File: config.mk
export PLATFORM = sky130hd
export DESIGN_NAME = uart_rx
export DESIGN_NICKNAME = d
export VERILOG_FILES = /design/src/rtl/uart_pkg.sv /design/src/rtl/sync_2ff.sv /design/src/rtl/uart_rx.sv
export SDC_FILE = /design/constraint.sdc
export NUM_CORES = 1
export LEC_CHECK = 0
export BUFFER_PORTS_ARGS = -buffer_cell sky130_fd_sc_hd__buf_2
export CAP_MARGIN = 20
export CORE_MARGIN = 2
export CORE_UTILIZATION = 36
export CTS_CLUSTER_DIAMETER = 120
export DETAILED_ROUTE_END_ITERATION = 16
export HOLD_SLACK_MARGIN = 0.03
export PLACE_DENSITY = 0.64
export SYNTH_ARGS = -nofsm -noshare
export SYNTH_HDL_FRONTEND = slang
export SYNTH_SLANG_ARGS = --single-unit
export TNS_END_PERCENT = 50
File: constraint.sdc
create_clock -name i_clk -period 2.7 [get_ports i_clk]
set_input_delay 0.54 -clock i_clk [delete_from_list [all_inputs] [get_ports i_clk]]
set_output_delay 0.54 -clock i_clk [all_outputs]
set_load 0.02 [all_outputs]
File: src/rtl/uart_pkg.sv
// Shared UART bit-timing derivation so the receiver and transmitter agree on
// the number of clocks per bit and where mid-bit falls.
package uart_pkg;

    localparam int DEFAULT_BAUD   = 115200;
    localparam int DEFAULT_CLK_HZ = 25000000;

    function automatic int clksPerBit(input int clkHz, input int baud);
        return clkHz / baud;
    endfunction

    function automatic int halfBit(input int clkHz, input int baud);
        return clksPerBit(clkHz, baud) / 2;
    endfunction

endpackage

File: src/rtl/sync_2ff.sv
// Two-flop synchronizer for a single asynchronous input; the reset value is a
// parameter so idle-high lines come out of reset in their idle state.
module sync_2ff #(
    parameter logic RESET_VAL = 1'b1
) (
    input  logic i_clk,
    input  logic i_rst_n,
    input  logic i_d,
    output logic o_q
);

    logic r_meta;
    logic r_sync;

    always_ff @(posedge i_clk or negedge i_rst_n) begin
        if (!i_rst_n) begin
            r_meta <= RESET_VAL;
            r_sync <= RESET_VAL;
        end else begin
            r_meta <= i_d;
            r_sync <= r_meta;
        end
    end

    assign o_q = r_sync;

endmodule

File: src/rtl/uart_rx.sv
// 8N1 LSB-first UART receiver: synchronizes the line, samples each bit at its
// middle and presents a good byte with a one-cycle strobe.
module uart_rx
    import uart_pkg::*;
#(
    parameter int BAUD   = DEFAULT_BAUD,
    parameter int CLK_HZ = DEFAULT_CLK_HZ
) (
    input  logic       i_clk,
    input  logic       i_rst_n,
    input  logic       i_rx,
    output logic [7:0] o_data,
    output logic       o_valid,
    output logic       o_frame_err,
    output logic       o_busy
);

    localparam int CLKS_PER_BIT = clksPerBit(CLK_HZ, BAUD);
    localparam int HALF_BIT     = halfBit(CLK_HZ, BAUD);
    localparam int CNT_W        = $clog2(CLKS_PER_BIT);

    localparam logic [CNT_W-1:0] CNT_HALF_LAST = CNT_W'(HALF_BIT - 1);
    localparam logic [CNT_W-1:0] CNT_BIT_LAST  = CNT_W'(CLKS_PER_BIT - 1);

    typedef enum logic [2:0] {
        S_IDLE,
        S_START,
        S_DATA,
        S_STOP,
        S_BREAK
    } state_t;

    state_t           r_state;
    logic [CNT_W-1:0] r_cnt;
    logic [2:0]       r_bitIdx;
    logic [7:0]       r_shift;
    logic [7:0]       r_data;
    logic             r_valid;
    logic             r_frameErr;

    state_t           w_nextState;
    logic [CNT_W-1:0] w_nextCnt;
    logic [2:0]       w_nextBitIdx;
    logic [7:0]       w_nextShift;
    logic [7:0]       w_nextData;
    logic             w_nextValid;
    logic             w_nextFrameErr;
    logic             w_rxS;

    sync_2ff #(
        .RESET_VAL(1'b1)
    ) u_sync (
        .i_clk  (i_clk),
        .i_rst_n(i_rst_n),
        .i_d    (i_rx),
        .o_q    (w_rxS)
    );

    always_ff @(posedge i_clk or negedge i_rst_n) begin
        if (!i_rst_n) begin
            r_state    <= S_IDLE;
            r_cnt      <= '0;
            r_bitIdx   <= '0;
            r_shift    <= '0;
            r_data     <= 8'h00;
            r_valid    <= 1'b0;
            r_frameErr <= 1'b0;
        end else begin
            r_state    <= w_nextState;
            r_cnt      <= w_nextCnt;
            r_bitIdx   <= w_nextBitIdx;
            r_shift    <= w_nextShift;
            r_data     <= w_nextData;
            r_valid    <= w_nextValid;
            r_frameErr <= w_nextFrameErr;
        end
    end

    always_comb begin
        w_nextState    = r_state;
        w_nextCnt      = r_cnt;
        w_nextBitIdx   = r_bitIdx;
        w_nextShift    = r_shift;
        w_nextData     = r_data;
        w_nextValid    = 1'b0;
        w_nextFrameErr = 1'b0;

        case (r_state)
            S_IDLE: begin
                if (!w_rxS) begin
                    w_nextState = S_START;
                    w_nextCnt   = '0;
                end
            end

            // A start bit that is gone again by mid-bit was only a glitch.
            S_START: begin
                if (r_cnt == CNT_HALF_LAST) begin
                    w_nextCnt = '0;
                    if (!w_rxS) begin
                        w_nextState  = S_DATA;
                        w_nextBitIdx = '0;
                    end else begin
                        w_nextState = S_IDLE;
                    end
                end else begin
                    w_nextCnt = r_cnt + CNT_W'(1);
                end
            end

            S_DATA: begin
                if (r_cnt == CNT_BIT_LAST) begin
                    w_nextCnt    = '0;
                    w_nextShift  = {w_rxS, r_shift[7:1]};
                    w_nextBitIdx = r_bitIdx + 3'd1;
                    if (r_bitIdx == 3'd7) begin
                        w_nextState = S_STOP;
                    end
                end else begin
                    w_nextCnt = r_cnt + CNT_W'(1);
                end
            end

            // Leaving at mid-stop gives half a bit of slack to catch a back-to-back start.
            S_STOP: begin
                if (r_cnt == CNT_BIT_LAST) begin
                    w_nextCnt = '0;
                    if (w_rxS) begin
                        w_nextData  = r_shift;
                        w_nextValid = 1'b1;
                        w_nextState = S_IDLE;
                    end else begin
                        w_nextFrameErr = 1'b1;
                        w_nextState    = S_BREAK;
                    end
                end else begin
                    w_nextCnt = r_cnt + CNT_W'(1);
                end
            end

            S_BREAK: begin
                if (w_rxS) begin
                    w_nextState = S_IDLE;
                end
            end

            default: begin
                w_nextState = S_IDLE;
            end
        endcase
    end

    assign o_data      = r_data;
    assign o_valid     = r_valid;
    assign o_frame_err = r_frameErr;
    assign o_busy      = (r_state != S_IDLE);

endmodule

---- After elaboration in Yosys (flattened, before gate mapping) ----
Index checks and enable logic that the tools add are counted.
operators by class
  add/sub/neg operators ................... 2
  equal/unequal tests ..................... 14
  muxes and demuxes ....................... 23
  reductions and logical operators ........ 10
operators with widths
  kind                                                                      number
  3-bit two-way mux                                                         10
  8-bit two-way mux                                                         3
  8-bit one-hot mux with 3 select lines                                     1
  3-bit one-hot mux with 5 select lines                                     1
  2-bit inequality test (second input constant)                             6
  8-bit by 1-bit adder with 8-bit output (second input constant)            1
  8-bit by 7-bit equality test with 1-bit output (second input constant)    1
  8-bit equality test (second input constant)                               1
  3-bit by 2-bit equality test with 1-bit output (second input constant)    2
  3-bit equality test (second input constant)                               2
  1-bit two-way mux                                                         6
  3-bit one-hot mux with 2 select lines                                     1
  6-bit AND reduction                                                       1
  3-bit nonzero test                                                        2
  2-bit AND reduction                                                       2
  4-bit AND reduction                                                       1
  3-bit by 1-bit adder with 3-bit output (second input constant)            1
  3-bit by 1-bit equality test with 1-bit output (second input constant)    1
  3-bit logical NOT                                                         1
  3-bit AND reduction                                                       1
  2-bit two-way mux                                                         1
  2-bit by 1-bit inequality test with 1-bit output (second input constant)  1
  2-bit nonzero test                                                        1
  2-bit OR reduction                                                        1
word-level totals
  register bits ........................... 34
  input bits .............................. 3
  output and inout port bits .............. 11
  logic and storage cells ................. 58

---- Longest topological paths before layout ----
  depth after elaboration ................. 4
  mapped depth ............................ 6
  mapped depth without buffers ............ 6

---- Hierarchy ----
A second synthesis with hierarchy kept.
unflattened totals
  cells, all modules ...................... 133
  area total of the unflattened synthesis .. 1564.0 sq um
by module, submodules not included
  module    times used  cells each  area each (sq um)  sequential area each (sq um)
  uart_rx   1           131         1511.4             800.8
  sync_2ff  1           2           52.6               52.6

---- Least setup slack after synthesis ----
No wires, ideal clock.
  path type ............................... reg2reg
  start ................................... reg r_cnt[0]
  end ..................................... reg r_data[0] (netlist: o_data[0])
  library setup time ...................... 125 ps
  arrival time ............................ 1618 ps
  data required time ...................... 2575 ps
  setup slack ............................. 957 ps
  cell stages (with the launch flop) ...... 7
  buffers on the path ..................... 0
  clock period less this slack ............ 1743 ps
  cell sequence ........................... dfrtp_1 > inv_1 > ha_1 > and4bb_2 > nand2_1 > nor2_2 > mux2_2
between the ends
  word-level cells in the longest chain between the ends .. 2
ends and longest elaborated chain
  item                                  RTL line        text
  start, declared                       uart_rx.sv:34   logic [CNT_W-1:0] r_cnt;
  start signal, assigned                uart_rx.sv:70   r_cnt <= w_nextCnt;
  8-bit equality test                   uart_rx.sv:126  if (r_cnt == CNT_BIT_LAST) begin
  3-bit AND reduction (no source line)  -
  end signal, assigned                  uart_rx.sv:73   r_data <= w_nextData;
  end, declared                         uart_rx.sv:37   logic [7:0] r_data;
Every way passes these cells.
A chain may end at the register's enable or synchronous reset.

---- Worst setup path in the final report ----
  start ................................... reg r_cnt[0]
  end ..................................... reg r_data[4] (netlist: o_data[4])
Same word-level chain as after synthesis.

==> flow_summary_export.csv <==
group,metric,value,unit
cells_and_area,final.fill_count,405,
pwr,p_leak,0.886,nW
floorplan,rows,24,
drt,first_iter_violations,221,
critical_path,path_class,"flip-flop to flip-flop",
cells_and_area,fin_nets,169,
floorplan,fp.dieArea,5080,µm²
drt,routedWlPerCell,14.0,µm
logic_synthesis,ys_ff_latch,34,
sta,max_freq,509,MHz
global_routing,grt_pass1_vias,1088,
global_routing,grt_overflow,0,
cells_and_area,num_antenna_cells,0,
logic_synthesis,synth_most_common_cell,"dfrtp_1",
cells_and_area,drive_gt1_share,28.2,%
sta,worst_hold_slack,0.321,ns
logic_synthesis,synth_top_family_by_area,"simple AND/OR/NAND/NOR gates",
global_routing,grt_usage,13.3,%
clock_tree,insertion_delay,0.28,ns
floorplan,die_w,71.3,µm
logic_synthesis,async_flop_share,100,%
critical_path,reg2reg_depth,6,
critical_path,worstSetupEndpointType,"flip-flop",
outcome,status,"complete, no violations",
placement,routabilityCongestion,0.896,
floorplan,die_h,71.3,µm
critical_path,worst-path-buf-inv,1,
logic_synthesis,yosys_warnings,0,
floorplan,io_pins,14,
logic_synthesis,synth_edf_count,0,
critical_path,r2r_end,"o_data[4]$_DFFE_PN0P_",
logic_synthesis,synth_top_cell_by_area,"dfrtp_1",
sta,clock_skew,0.00184,ns
clock_tree,post-cts-setup-buffers,0,
logic_synthesis,synth-main-ff-cell,"dfrtp_1",
logic_synthesis,yosys.area_share.simple,15.7,%
critical_path,r2r_start,"r_cnt[0]$_DFFE_PN0P_",
floorplan,core-area,4350,µm²
drt,vias,1178,
floorplan,start_util,37.4,%
drt,postRouteAntennaNets,0,
critical_path,crit_path_max_fanout,8,
critical_path,path_delay_family,"simple AND/OR/NAND/NOR gates",
logic_synthesis,synthTopCellsByArea,"dfrtp_1 49%, mux2_2 12%, nand2_1 3.5%, dfstp_2 3.2%, ha_1 3.1%",
pwr,p_per_area,494,nW/µm²
clock_tree,root_buffer,"clkbuf_8",
logic_synthesis,yosys-mux-area-fraction,12.4,%
clock_tree,cts_tree,"done",
clock_tree,cts_hold_buf,0,
sta,grt_setup_unrepaired,"no",
drt,finalWirelength,3010,µm
logic_synthesis,ys_seq_area_share,52.4,%
logic_synthesis,yosysTopAreaCellShare,49.2,%
logic_synthesis,synth.distinct_cells,38,
placement,place.detailed.hpwl,2190,µm
clock_tree,clock_sinks,34,
critical_path,crit_arrival,2.13,ns
sta,fin_crit_sh,72.8,%
logic_synthesis,synth_fa_ha_area_share,3.07,%
critical_path,cpMaxStageDelayCell,"dfrtp_1",
sta,worstMarginPinSlew,0.738,ns
clock_tree,ctsLongestPathBuffers,2,
sta,finalHoldViolCount,0,
logic_synthesis,synth_area,1630,µm²
drt,dr.pass1.iters,4,
critical_path,r2r_setup_slack,0.73,ns
placement,portBuffers,13,
critical_path,slowest_delay,0.40,ns
sta,setup_tns,0,ns
global_routing,antenna_found_initial,0,
clock_tree,clk_pin_slew,0.07,ns
worst_hold_path,hold_path_class,"input pin to asynchronous set/reset pin",
critical_path,required,2.87,ns
clock_tree,cts_buffers,5,
logic_synthesis,synth_compound_area_share,14.0,%
drt,drc,0,
global_routing,grt_pass1_wl,5250,µm
clock_tree,cts_resized,0,
sta,slew_headroom,50.8,%
cells_and_area,areaGrowthSynthToFinish,13.2,%
critical_path,crit_path_start_kind,"flip-flop",
logic_synthesis,netlist_top_cells_count,"32 x dfrtp_1, 17 x mux2_2, 15 x nand2_1",
logic_synthesis,syn_nets,151,
clock_tree,htree_levels,2,
logic_synthesis,avgSynthCellArea,11.3,µm²
sta,slew_violations,0,
run,drv_cap,0,
global_routing,grt_max_degree,35,
critical_path,path_cells,"inv_1, ha_1, and4bb_2, nand2_1, nor2_2, mux2_2",
logic_synthesis,syn_inst,144,
sta,setup_viol,0,
logic_synthesis,synth_xor_area_share,0.538,%
sta,period_needed,1.97,ns
pwr,ir_worst_vdd,0.000236,V
drt,routed_via_density,5.48,
[cells by family after synthesis]
family                     after synthesis
DFF                                     34
and+or+nand+nor                         49
AOI/OAI and AO/OA                       30
adders and majority gates                4
buffers and inverters                    8
muxes                                   18
xor gates and xnor gates                 1
[cell usage in the layout (no fill, tap or decap), types with 2 or more instances in the layout]
cell type	instances
a21oi_1	4
a22o_1	2
a22oi_1	2
and2_1	2
and3_1	2
buf_2	13
clkbuf_8	6
dfrtp_1	32
dfstp_2	2
ha_1	4
inv_1	6
mux2_2	17
nand2_1	15
nand2b_1	4
nand3_1	2
nor2_1	9
nor2_2	3
nor2b_1	3
nor4_1	2
o211ai_1	5
o21ai_0	6
o22ai_1	3
[routing by layer]
metal  track usage (%)  share of wire (%)  vias up
met1              18.6                 47      583
met2              19.1                 47       29
met3              3.38                3.5        5
met5                 0                  0        -
li1                  -                  -      561
met4              6.50                2.0        0
[metrics by stage]
| stage | cell area, µm² | power (mW) | util, % | std cells | worst slack, ns |
|---|---|---|---|---|---|
| floorplan | 1630 | 0.526 | - | 144 | 0.957 |
| global placement | 1750 | 0.538 | 40.2 | 207 | 0.819 |
| detailed placement | 1750 | 0.538 | 40.2 | 207 | 0.742 |
| CTS | 1840 | 0.925 | 42.4 | 215 | 0.737 |
| global route | 1840 | 0.959 | 42.4 | 215 | 0.579 |
| finish | 1840 | 0.912 | 42.4 | 215 | 0.734 |
[area by class of cell]
| cell class | count | area, µm² | share of cell area (%) |
|---|---|---|---|
| Clock inverter | 2 | 12.5 | 0.678 |
| Clock buffer | 6 | 82.6 | 4.48 |
| Timing Repair Buffer | 13 | 65.1 | 3.53 |
| Multi-Input combinational cell | 102 | 743 | 40.3 |
| Inverter | 6 | 22.5 | 1.22 |
| Tap cell | 52 | 65.1 | 3.53 |
| Sequential cell | 34 | 853 | 46.3 |
[power by group]
group / leakage, nW / switching, mW / internal [mW] / total, mW
Sequential: 0.453 / 0.00197 / 0.512 / 0.514
Clock: 0.0472 / 0.179 / 0.205 / 0.384
Combinational: 0.386 / 0.0112 / 0.00273 / 0.0139
[how the worst max path moves through the flow]
stage / startpoint / end / slack [ns] / cells after the start
after floorplan: r_cnt[0]$_DFFE_PN0P_ / o_data[0]$_DFFE_PN0P_ / 0.96 / 6
after global placement: r_cnt[0]$_DFFE_PN0P_ / o_data[4]$_DFFE_PN0P_ / 0.82 / 6
after detailed placement: r_cnt[0]$_DFFE_PN0P_ / o_data[4]$_DFFE_PN0P_ / 0.74 / 6
after CTS: r_cnt[0]$_DFFE_PN0P_ / o_data[4]$_DFFE_PN0P_ / 0.74 / 6
after global routing: r_cnt[0]$_DFFE_PN0P_ / o_data[4]$_DFFE_PN0P_ / 0.58 / 6
final: r_cnt[0]$_DFFE_PN0P_ / o_data[4]$_DFFE_PN0P_ / 0.73 / 6
[sequential cells by signal, indices dropped and copies added (netlist names)]
| signal | flops |
|---|---|
| o_valid | 1 |
| r_state | 3 |
| o_frame_err | 1 |
| u_sync.o_q | 1 |
| o_data | 8 |
| r_bitIdx | 3 |
| u_sync.r_meta | 1 |
| r_cnt | 8 |
| r_shift | 8 |
(Power assumes the default switching activity.)
